**src/rtl/avalon_add_master.sv**
```systemverilog
// Avalon-MM initiator for the two-register adder slave: writes {b,a} to
// address 0, waits for the slave's result flag, reads the sum from address 1.
module avalon_add_master #(
    parameter int TIMEOUT = 1024,
    parameter int CNT_W   = 16
) (
    input  logic        clk,
    input  logic        reset,
    // command port
    input  logic        i_cmd_valid,
    output logic        o_cmd_ready,
    input  logic [15:0] i_cmd_a,
    input  logic [15:0] i_cmd_b,
    // response port
    output logic        o_res_valid,
    input  logic        i_res_ready,
    output logic [31:0] o_res_data,
    output logic        o_res_err,
    output logic        o_busy,
    // adder slave interface
    output logic        o_av_cs,
    output logic        o_av_wr,
    output logic        o_av_rd,
    output logic [1:0]  o_av_addr,
    output logic [31:0] o_av_wr_data,
    input  logic [31:0] i_av_rd_data,
    input  logic        i_av_rd_data_vld,
    input  logic        i_av_wait_req
);

    typedef enum logic [2:0] {
        S_IDLE,
        S_WRITE,
        S_WAIT_VLD,
        S_READ,
        S_RELEASE,
        S_RESP
    } state_t;

    localparam logic [CNT_W-1:0] CNT_LAST = CNT_W'(TIMEOUT - 1);

    state_t            r_state,     w_state_nxt;
    logic [CNT_W-1:0]  r_cnt,       w_cnt_nxt;
    logic              r_cs,        w_cs_nxt;
    logic              r_wr,        w_wr_nxt;
    logic              r_rd,        w_rd_nxt;
    logic [1:0]        r_addr,      w_addr_nxt;
    logic [31:0]       r_wr_data,   w_wr_data_nxt;
    logic              r_res_valid, w_res_valid_nxt;
    logic [31:0]       r_res_data,  w_res_data_nxt;
    logic              r_res_err,   w_res_err_nxt;
    logic              w_cmd_ready;

    // Ready is combinational so a slave raising wait_req blocks the very next handshake.
    assign w_cmd_ready = (r_state == S_IDLE) && !i_av_wait_req && !reset;

    always_ff @(posedge clk) begin
        if (reset) begin
            r_state     <= S_IDLE;
            r_cnt       <= '0;
            r_cs        <= 1'b0;
            r_wr        <= 1'b0;
            r_rd        <= 1'b0;
            r_addr      <= 2'd0;
            r_wr_data   <= 32'd0;
            r_res_valid <= 1'b0;
            r_res_data  <= 32'd0;
            r_res_err   <= 1'b0;
        end else begin
            r_state     <= w_state_nxt;
            r_cnt       <= w_cnt_nxt;
            r_cs        <= w_cs_nxt;
            r_wr        <= w_wr_nxt;
            r_rd        <= w_rd_nxt;
            r_addr      <= w_addr_nxt;
            r_wr_data   <= w_wr_data_nxt;
            r_res_valid <= w_res_valid_nxt;
            r_res_data  <= w_res_data_nxt;
            r_res_err   <= w_res_err_nxt;
        end
    end

    always_comb begin
        w_state_nxt     = r_state;
        w_cnt_nxt       = r_cnt;
        w_cs_nxt        = r_cs;
        w_wr_nxt        = r_wr;
        w_rd_nxt        = r_rd;
        w_addr_nxt      = r_addr;
        w_wr_data_nxt   = r_wr_data;
        w_res_valid_nxt = r_res_valid;
        w_res_data_nxt  = r_res_data;
        w_res_err_nxt   = r_res_err;

        case (r_state)
            S_IDLE: begin
                if (i_cmd_valid && w_cmd_ready) begin
                    w_wr_data_nxt = {i_cmd_b, i_cmd_a};
                    w_cs_nxt      = 1'b1;
                    w_wr_nxt      = 1'b1;
                    w_addr_nxt    = 2'd0;
                    w_state_nxt   = S_WRITE;
                end
            end
            S_WRITE: begin
                // Slave begins its add on the falling edge of this strobe.
                w_cs_nxt    = 1'b0;
                w_wr_nxt    = 1'b0;
                w_cnt_nxt   = '0;
                w_state_nxt = S_WAIT_VLD;
            end
            S_WAIT_VLD: begin
                w_cnt_nxt = r_cnt + CNT_W'(1);
                if (i_av_rd_data_vld) begin
                    w_cs_nxt    = 1'b1;
                    w_rd_nxt    = 1'b1;
                    w_addr_nxt  = 2'd1;
                    w_state_nxt = S_READ;
                end else if (r_cnt == CNT_LAST) begin
                    w_res_valid_nxt = 1'b1;
                    w_res_err_nxt   = 1'b1;
                    w_res_data_nxt  = 32'd0;
                    w_state_nxt     = S_RESP;
                end
            end
            S_READ: begin
                // Capture now: the slave zeroes rd_data once its flag clears.
                w_res_data_nxt = i_av_rd_data;
                w_cs_nxt       = 1'b0;
                w_rd_nxt       = 1'b0;
                w_cnt_nxt      = '0;
                w_state_nxt    = S_RELEASE;
            end
            S_RELEASE: begin
                w_cnt_nxt = r_cnt + CNT_W'(1);
                if (!i_av_rd_data_vld) begin
                    w_res_valid_nxt = 1'b1;
                    w_res_err_nxt   = 1'b0;
                    w_state_nxt     = S_RESP;
                end else if (r_cnt == CNT_LAST) begin
                    // Sum is kept but flagged: the slave never released its flag.
                    w_res_valid_nxt = 1'b1;
                    w_res_err_nxt   = 1'b1;
                    w_state_nxt     = S_RESP;
                end
            end
            S_RESP: begin
                if (i_res_ready) begin
                    w_res_valid_nxt = 1'b0;
                    w_state_nxt     = S_IDLE;
                end
            end
            default: begin
                w_cs_nxt        = 1'b0;
                w_wr_nxt        = 1'b0;
                w_rd_nxt        = 1'b0;
                w_res_valid_nxt = 1'b0;
                w_state_nxt     = S_IDLE;
            end
        endcase
    end

    assign o_cmd_ready  = w_cmd_ready;
    assign o_res_valid  = r_res_valid;
    assign o_res_data   = r_res_data;
    assign o_res_err    = r_res_err;
    assign o_busy       = (r_state != S_IDLE);
    assign o_av_cs      = r_cs;
    assign o_av_wr      = r_wr;
    assign o_av_rd      = r_rd;
    assign o_av_addr    = r_addr;
    assign o_av_wr_data = r_wr_data;

endmodule

```
**config.mk**
```make
export PLATFORM = sky130hd
export DESIGN_NAME = avalon_add_master
export DESIGN_NICKNAME = d
export VERILOG_FILES = /design/src/rtl/avalon_add_master.sv
export SDC_FILE = /design/constraint.sdc
export NUM_CORES = 1
export LEC_CHECK = 0
export ABC_AREA = 0
export CAP_MARGIN = 20
export CORE_AREA = 10 10 102 104
export CTS_CLUSTER_SIZE = 12
export DETAILED_ROUTE_END_ITERATION = 6
export DIE_AREA = 0 0 112 114
export HOLD_SLACK_MARGIN = 0.06
export PLACE_DENSITY = 0.76
export SETUP_SLACK_MARGIN = 0.2
export SKIP_CTS_REPAIR_TIMING = 1
export SLEW_MARGIN = 40
export SYNTH_ARGS = -nofsm -noshare
export SYNTH_HDL_FRONTEND = slang
export SYNTH_SLANG_ARGS = --single-unit
```
**constraint.sdc**
```tcl
create_clock -name clk -period 2.4 [get_ports clk]
set_clock_uncertainty 0.05 [all_clocks]
set_input_delay 0.48 -clock clk [delete_from_list [all_inputs] [get_ports clk]]
set_output_delay 0.48 -clock clk [all_outputs]
set_load 0.05 [all_outputs]
```
==> out/metrics.cfg, run 1 <==
[status]
status = finished, final reports clean

[layout]
layout_commonest_cell = clkdlybuf4s50_1
layout-drive-gt1-share = 0.09142
final_cell_mix = clkdlybuf4s50_1, dfxtp_1, nand2_1
register_area_sq_um = 1787
final_nets = 604
stdcell_area_sq_um = 5296
multiInputGateArea_sq_um = 1653
n_antenna_cell = 0
area_growth_pct = 49.42
fin_util = 0.6256
stdcell_count = 644
fill_cells = 703

[synth]
syn_inst = 393
synth_flop_cell = dfxtp_1
seq_area_frac_synth = 0.5026
synth_area_per_cell_sq_um = 9.019
ys_ff_latch = 89
synth_edf_count = 0
syn_nets = 466
yosysWarnings = 0
async_flop_share = 0
syn-cell-area_sq_um = 3545
yosysUniqueCellTypes = 51

[grt]
grt_use_total = 0.1628
grt_max_degree = 33
grt_pass1_vias = 3266
grt_pass1_wl_microns = 17280
antenna_found_initial = 0
grt_overflow = 0

[power]
clkPwrFrac = 0.331
power-per-cell-area_nw_per_um2 = 555.4
power.switching_uw = 817.5
switching_share = 0.2779
ir_drop_mv = 0.3143
power_frac_seq = 0.519
combPwrFrac = 0.150
power.static_leakage_uw = 0.001845
p_int_uw = 2124

[timing]
period_minus_slack_ns = 2.171
fin_crit_sh = 0.9046
maxSlewHeadroom = 0.6077
tightest_slew_ns = 0.5830
hold_viol_final = 0
fmax_mhz = 460.6
rsz0062_at_grt = yes
setup_violations = 0
slew_viol_final = 0
setup-tns-final_ns = 0

[critical_path]
critical_path_buf_inv_count = 0
crit_slowest_cell = or4_4
cp-end-kind = flip-flop
max_stage_delay_ns = 0.63
worstPathCellList = or4b_4 -> or4_4 -> o2bb2ai_2 -> a22o_2
crit_required_ns = 2.60
crit_type = reg -> reg
path_delay_family = simple AND/OR/NAND/NOR gates
start_kind = flip-flop
worst-path-max-fanout = 8
arrival_ns = 2.37

[route]
vias = 3400
post-route-drc-count = 0
vias_per_cell = 5.280
drt-initial-drc-count = 287
ant_nets = 0
routedWlPerCell_microns = 16.91
wl_microns = 10890
firstDrtPassIters = 4

[job]
cap_violations = 0

[clock_tree]
clockBufferDepth = 2
path_clk_slew_ns = 0.09
root_buffer = clkbuf_8
clk_latency_ns = 0.35
cts_sinks = 89
numCtsBuffers = 9
tritoncts = done
cts_max_level = 3

[placed_design]
portBuffers = 141
gp_congestion = 0.8516
dpl.cell_count = 626
placed_area_sq_um = 5062
place_hpwl_microns = 7831

[floorplanning]
row_count = 34
die_area_sq_um = 12770
coreArea_sq_um = 8466
io_pins = 143
die_w_microns = 112
initial_core_util = 0.4187
die_h_microns = 114

[hold_path]
hp-class = reg -> reg

-- cell usage after synthesis (5+ instances only) --
cell,number,share of area
a211oi_1,5,0.011
a21oi_1,42,0.059
a22o_1,31,0.077
clkbuf_1,17,0.018
dfxtp_1,89,0.50
inv_1,8,0.0085
mux2i_1,7,0.020
nand2_1,82,0.087
nand3_1,5,0.0071
nor2_1,14,0.015
nor3_1,10,0.014
nor4_1,7,0.012
o21ai_0,8,0.011
or2_2,5,0.0088
xnor2_1,6,0.015
-- worst min-delay path: stages (launching register included) --
cell	delay (ns)
dfxtp_1	0.32
nand2_1	0.05
a21oi_1	0.05
-- metrics by stage --
step / hold WS, ns / setup WS (ns) / total power (uW)
after floorplan: 0.3880 / 0.2051 / 1784
after global placement: 0.3912 / 0.03656 / 1983
after detailed placement: 0.3985 / -0.02455 / 1990
after CTS: 0.4090 / 0.1279 / 2961
after global routing: 0.4285 / 0.1913 / 3066
final: 0.4062 / 0.2289 / 2941
-- power groups by stage --
stage | Sequential [uW] | Combinational (uW) | Clock, uW
after CTS | 1520 | 433 | 1000
after floorplan | 1640 | 140 | 0
final | 1530 | 441 | 975
after global placement | 1560 | 425 | 0
after global routing | 1530 | 471 | 1070
after detailed placement | 1560 | 431 | 0
-- flip-flops by register name (all words and copies together) (netlist names), 3 cells and up --
signal	count
o_res_data	32
r_state	3
r_cnt	16
o_av_wr_data	32
-- cell type report --
type | count | area share
flip-flops and latches | 89 | 0.3373
multi-input cells | 271 | 0.3121
clock buffers | 10 | 0.02599
clock inverters | 6 | 0.009213
inverters | 9 | 0.006378
well taps | 108 | 0.02551
repair buffers | 151 | 0.2835
-- path summary, 6_finish.rpt --
path,startpoint,to,slack (ns),cells after the start
worst max register to register,r_cnt[10]$_SDFFE_PP0P_,o_res_data[16]$_SDFFE_PP0P_,0.23,4
worst max-delay path,r_cnt[10]$_SDFFE_PP0P_,o_res_data[16]$_SDFFE_PP0P_,0.23,4
worst min register to register,o_av_wr_data[7]$_SDFFE_PP0P_,o_av_wr_data[7]$_SDFFE_PP0P_,0.41,2
worst min-delay path,o_av_wr_data[7]$_SDFFE_PP0P_,o_av_wr_data[7]$_SDFFE_PP0P_,0.41,2
-- kinds of logic (layout without fill, tap and decap cells) --
| kind of cell | Yosys count | in the layout | share of synthesized area |
|---|---|---|---|
| AND/OR/NAND/NOR | 146 | 146 | 0.1941 |
| AO/OA/AOI/OAI | 104 | 106 | 0.2037 |
| flip-flops | 89 | 89 | 0.5026 |
| buffers and inverters | 35 | 176 | 0.04765 |
| multiplexers | 8 | 8 | 0.02294 |
| XOR/XNOR | 7 | 7 | 0.01730 |
| adder cells (fa/ha/maj) | 3 | 3 | 0.01059 |
| other | 1 | 1 | 0.001058 |
-- metal layers --
metal	track usage	wire, microns	share of wire
met1	0.2069	4846	0.45
met2	0.2514	5067	0.47
met3	0.05512	888	0.082
met4	0.05922	87	0.0080
met5	0	0	0
Power figures use the tool's default switching activity.
==> run 2, diff against run 1 <==
MAX_ROUTING_LAYER = met4   (was unset)
==> out/metrics.cfg, run 2 (synthesis gave the netlist of run 1 again) <==
[status]
status = finished, final reports clean

[critical_path]
worstPathCellList = or4b_4 -> or4_4 -> o2bb2ai_4 -> a22o_1
max_stage_delay_ns = 0.63
cp-end-kind = flip-flop
worst-path-max-fanout = 16
crit_required_ns = 2.60
critical_path_buf_inv_count = 0
reg2reg_depth = 4
path_depth = 4
path_delay_family = simple AND/OR/NAND/NOR gates
arrival_ns = 2.36
crit_slowest_cell = or4_4
start_kind = flip-flop
crit_type = reg -> reg

[clock_tree]
tritoncts = done
numCtsBuffers = 9
root_buffer = clkbuf_8
path_clk_slew_ns = 0.10
cts_max_level = 3
clockBufferDepth = 2
clk_latency_ns = 0.35
cts_sinks = 89

[timing]
fmax_mhz = 461.9
fin_hold_ws_ns = 0.4076
slew_viol_final = 0
maxSlewHeadroom = 0.6045
tightest_slew_ns = 0.5878
rsz0062_at_grt = yes
hold_viol_final = 0
setup_violations = 0
fin_crit_sh = 0.9021
period_minus_slack_ns = 2.165

[floorplanning]
initial_core_util = 0.4187
die_w_microns = 112
row_count = 34
die_area_sq_um = 12770
io_pins = 143
die_h_microns = 114
coreArea_sq_um = 8466

[grt]
grt_overflow = 0
grt_pass1_vias = 3278
antenna_found_initial = 0
grt_max_degree = 33
grt_use_total = 0.1675
grt_pass1_wl_microns = 17240

[route]
vias = 3421
wl_microns = 10880
drt-initial-drc-count = 321
post-route-drc-count = 0
vias_per_cell = 5.312
ant_nets = 0
routedWlPerCell_microns = 16.90
firstDrtPassIters = 4

[layout]
n_antenna_cell = 0
fin_util = 0.6256
final_cell_mix = clkdlybuf4s50_1, dfxtp_1, nand2_1
area_growth_pct = 49.42
layout-drive-gt1-share = 0.09142
final_nets = 604
stdcell_count = 644
stdcell_area_sq_um = 5296
layout_commonest_cell = clkdlybuf4s50_1

[placed_design]
placed_area_sq_um = 5062
gp_congestion = 0.8650
place_hpwl_microns = 7831
dpl.cell_count = 626
portBuffers = 141

[hold_path]
hp-class = reg -> reg
min_path_cells = 2

[job]
cap_violations = 0

[power]
power-per-cell-area_nw_per_um2 = 555.5
power.static_leakage_uw = 0.001845
ir_drop_mv = 0.3155

[run 2: cell counts in the layout (fill, tap and decap cells not counted)]
Identical to the previous run, type by type.
[run 2: stage by stage]
step | total power [uW] | setup TNS, ns | setup slack, ns
final | 2942 | 0 | 0.2350
after CTS | 2961 | 0 | 0.1279
after global routing | 3064 | 0 | 0.1836
after global placement | 1983 | 0 | 0.03656
after detailed placement | 1990 | -0.07334 | -0.02455
after floorplan | 1784 | 0 | 0.2051
[run 2: worst paths after layout]
check	start	end	slack (ns)
hold / removal	o_av_wr_data[21]$_SDFFE_PP0P_	o_av_wr_data[21]$_SDFFE_PP0P_	0.41
setup / recovery	r_cnt[10]$_SDFFE_PP0P_	o_res_data[21]$_SDFFE_PP0P_	0.24
setup reg to reg	r_cnt[10]$_SDFFE_PP0P_	o_res_data[21]$_SDFFE_PP0P_	0.24
hold reg to reg	o_av_wr_data[21]$_SDFFE_PP0P_	o_av_wr_data[21]$_SDFFE_PP0P_	0.41
[run 2: metal layers]
metal  up-vias  share of wire  GRT usage  wire length [microns]
met2       136           0.47     0.2510                   5074
met5         -              0          -                      0
met3         6          0.079    0.04882                    865
li1       1669              -          -                      -
met4         0         0.0084    0.05922                     91
met1      1610           0.45     0.2109                   4852
[run 2: layout make-up]
| cell class | count | area [sq um] |
|---|---|---|
| clock buffer | 10 | 137.6 |
| clock inverter | 6 | 48.80 |
| fill | 702 | 3169 |
| inverter | 9 | 33.78 |
| multi-input combinational | 271 | 1653 |
| sequential | 89 | 1787 |
| tap | 108 | 135.1 |
| timing repair buffer | 151 | 1501 |
[run 2: power by group]
group	internal, uW	total (uW)	switching [uW]
clock network	418	976	558
logic	201	441	240
registers	1500	1530	20.6
total	2120	2940	818
[run 2: worst register-to-register path, delay by kind of cell (launching register included)]
kind | cells | cell delay, ns
and+or+nand+nor | 2 | 1.18
AOI/OAI and AO/OA | 2 | 0.48
DFF | 1 | 0.36
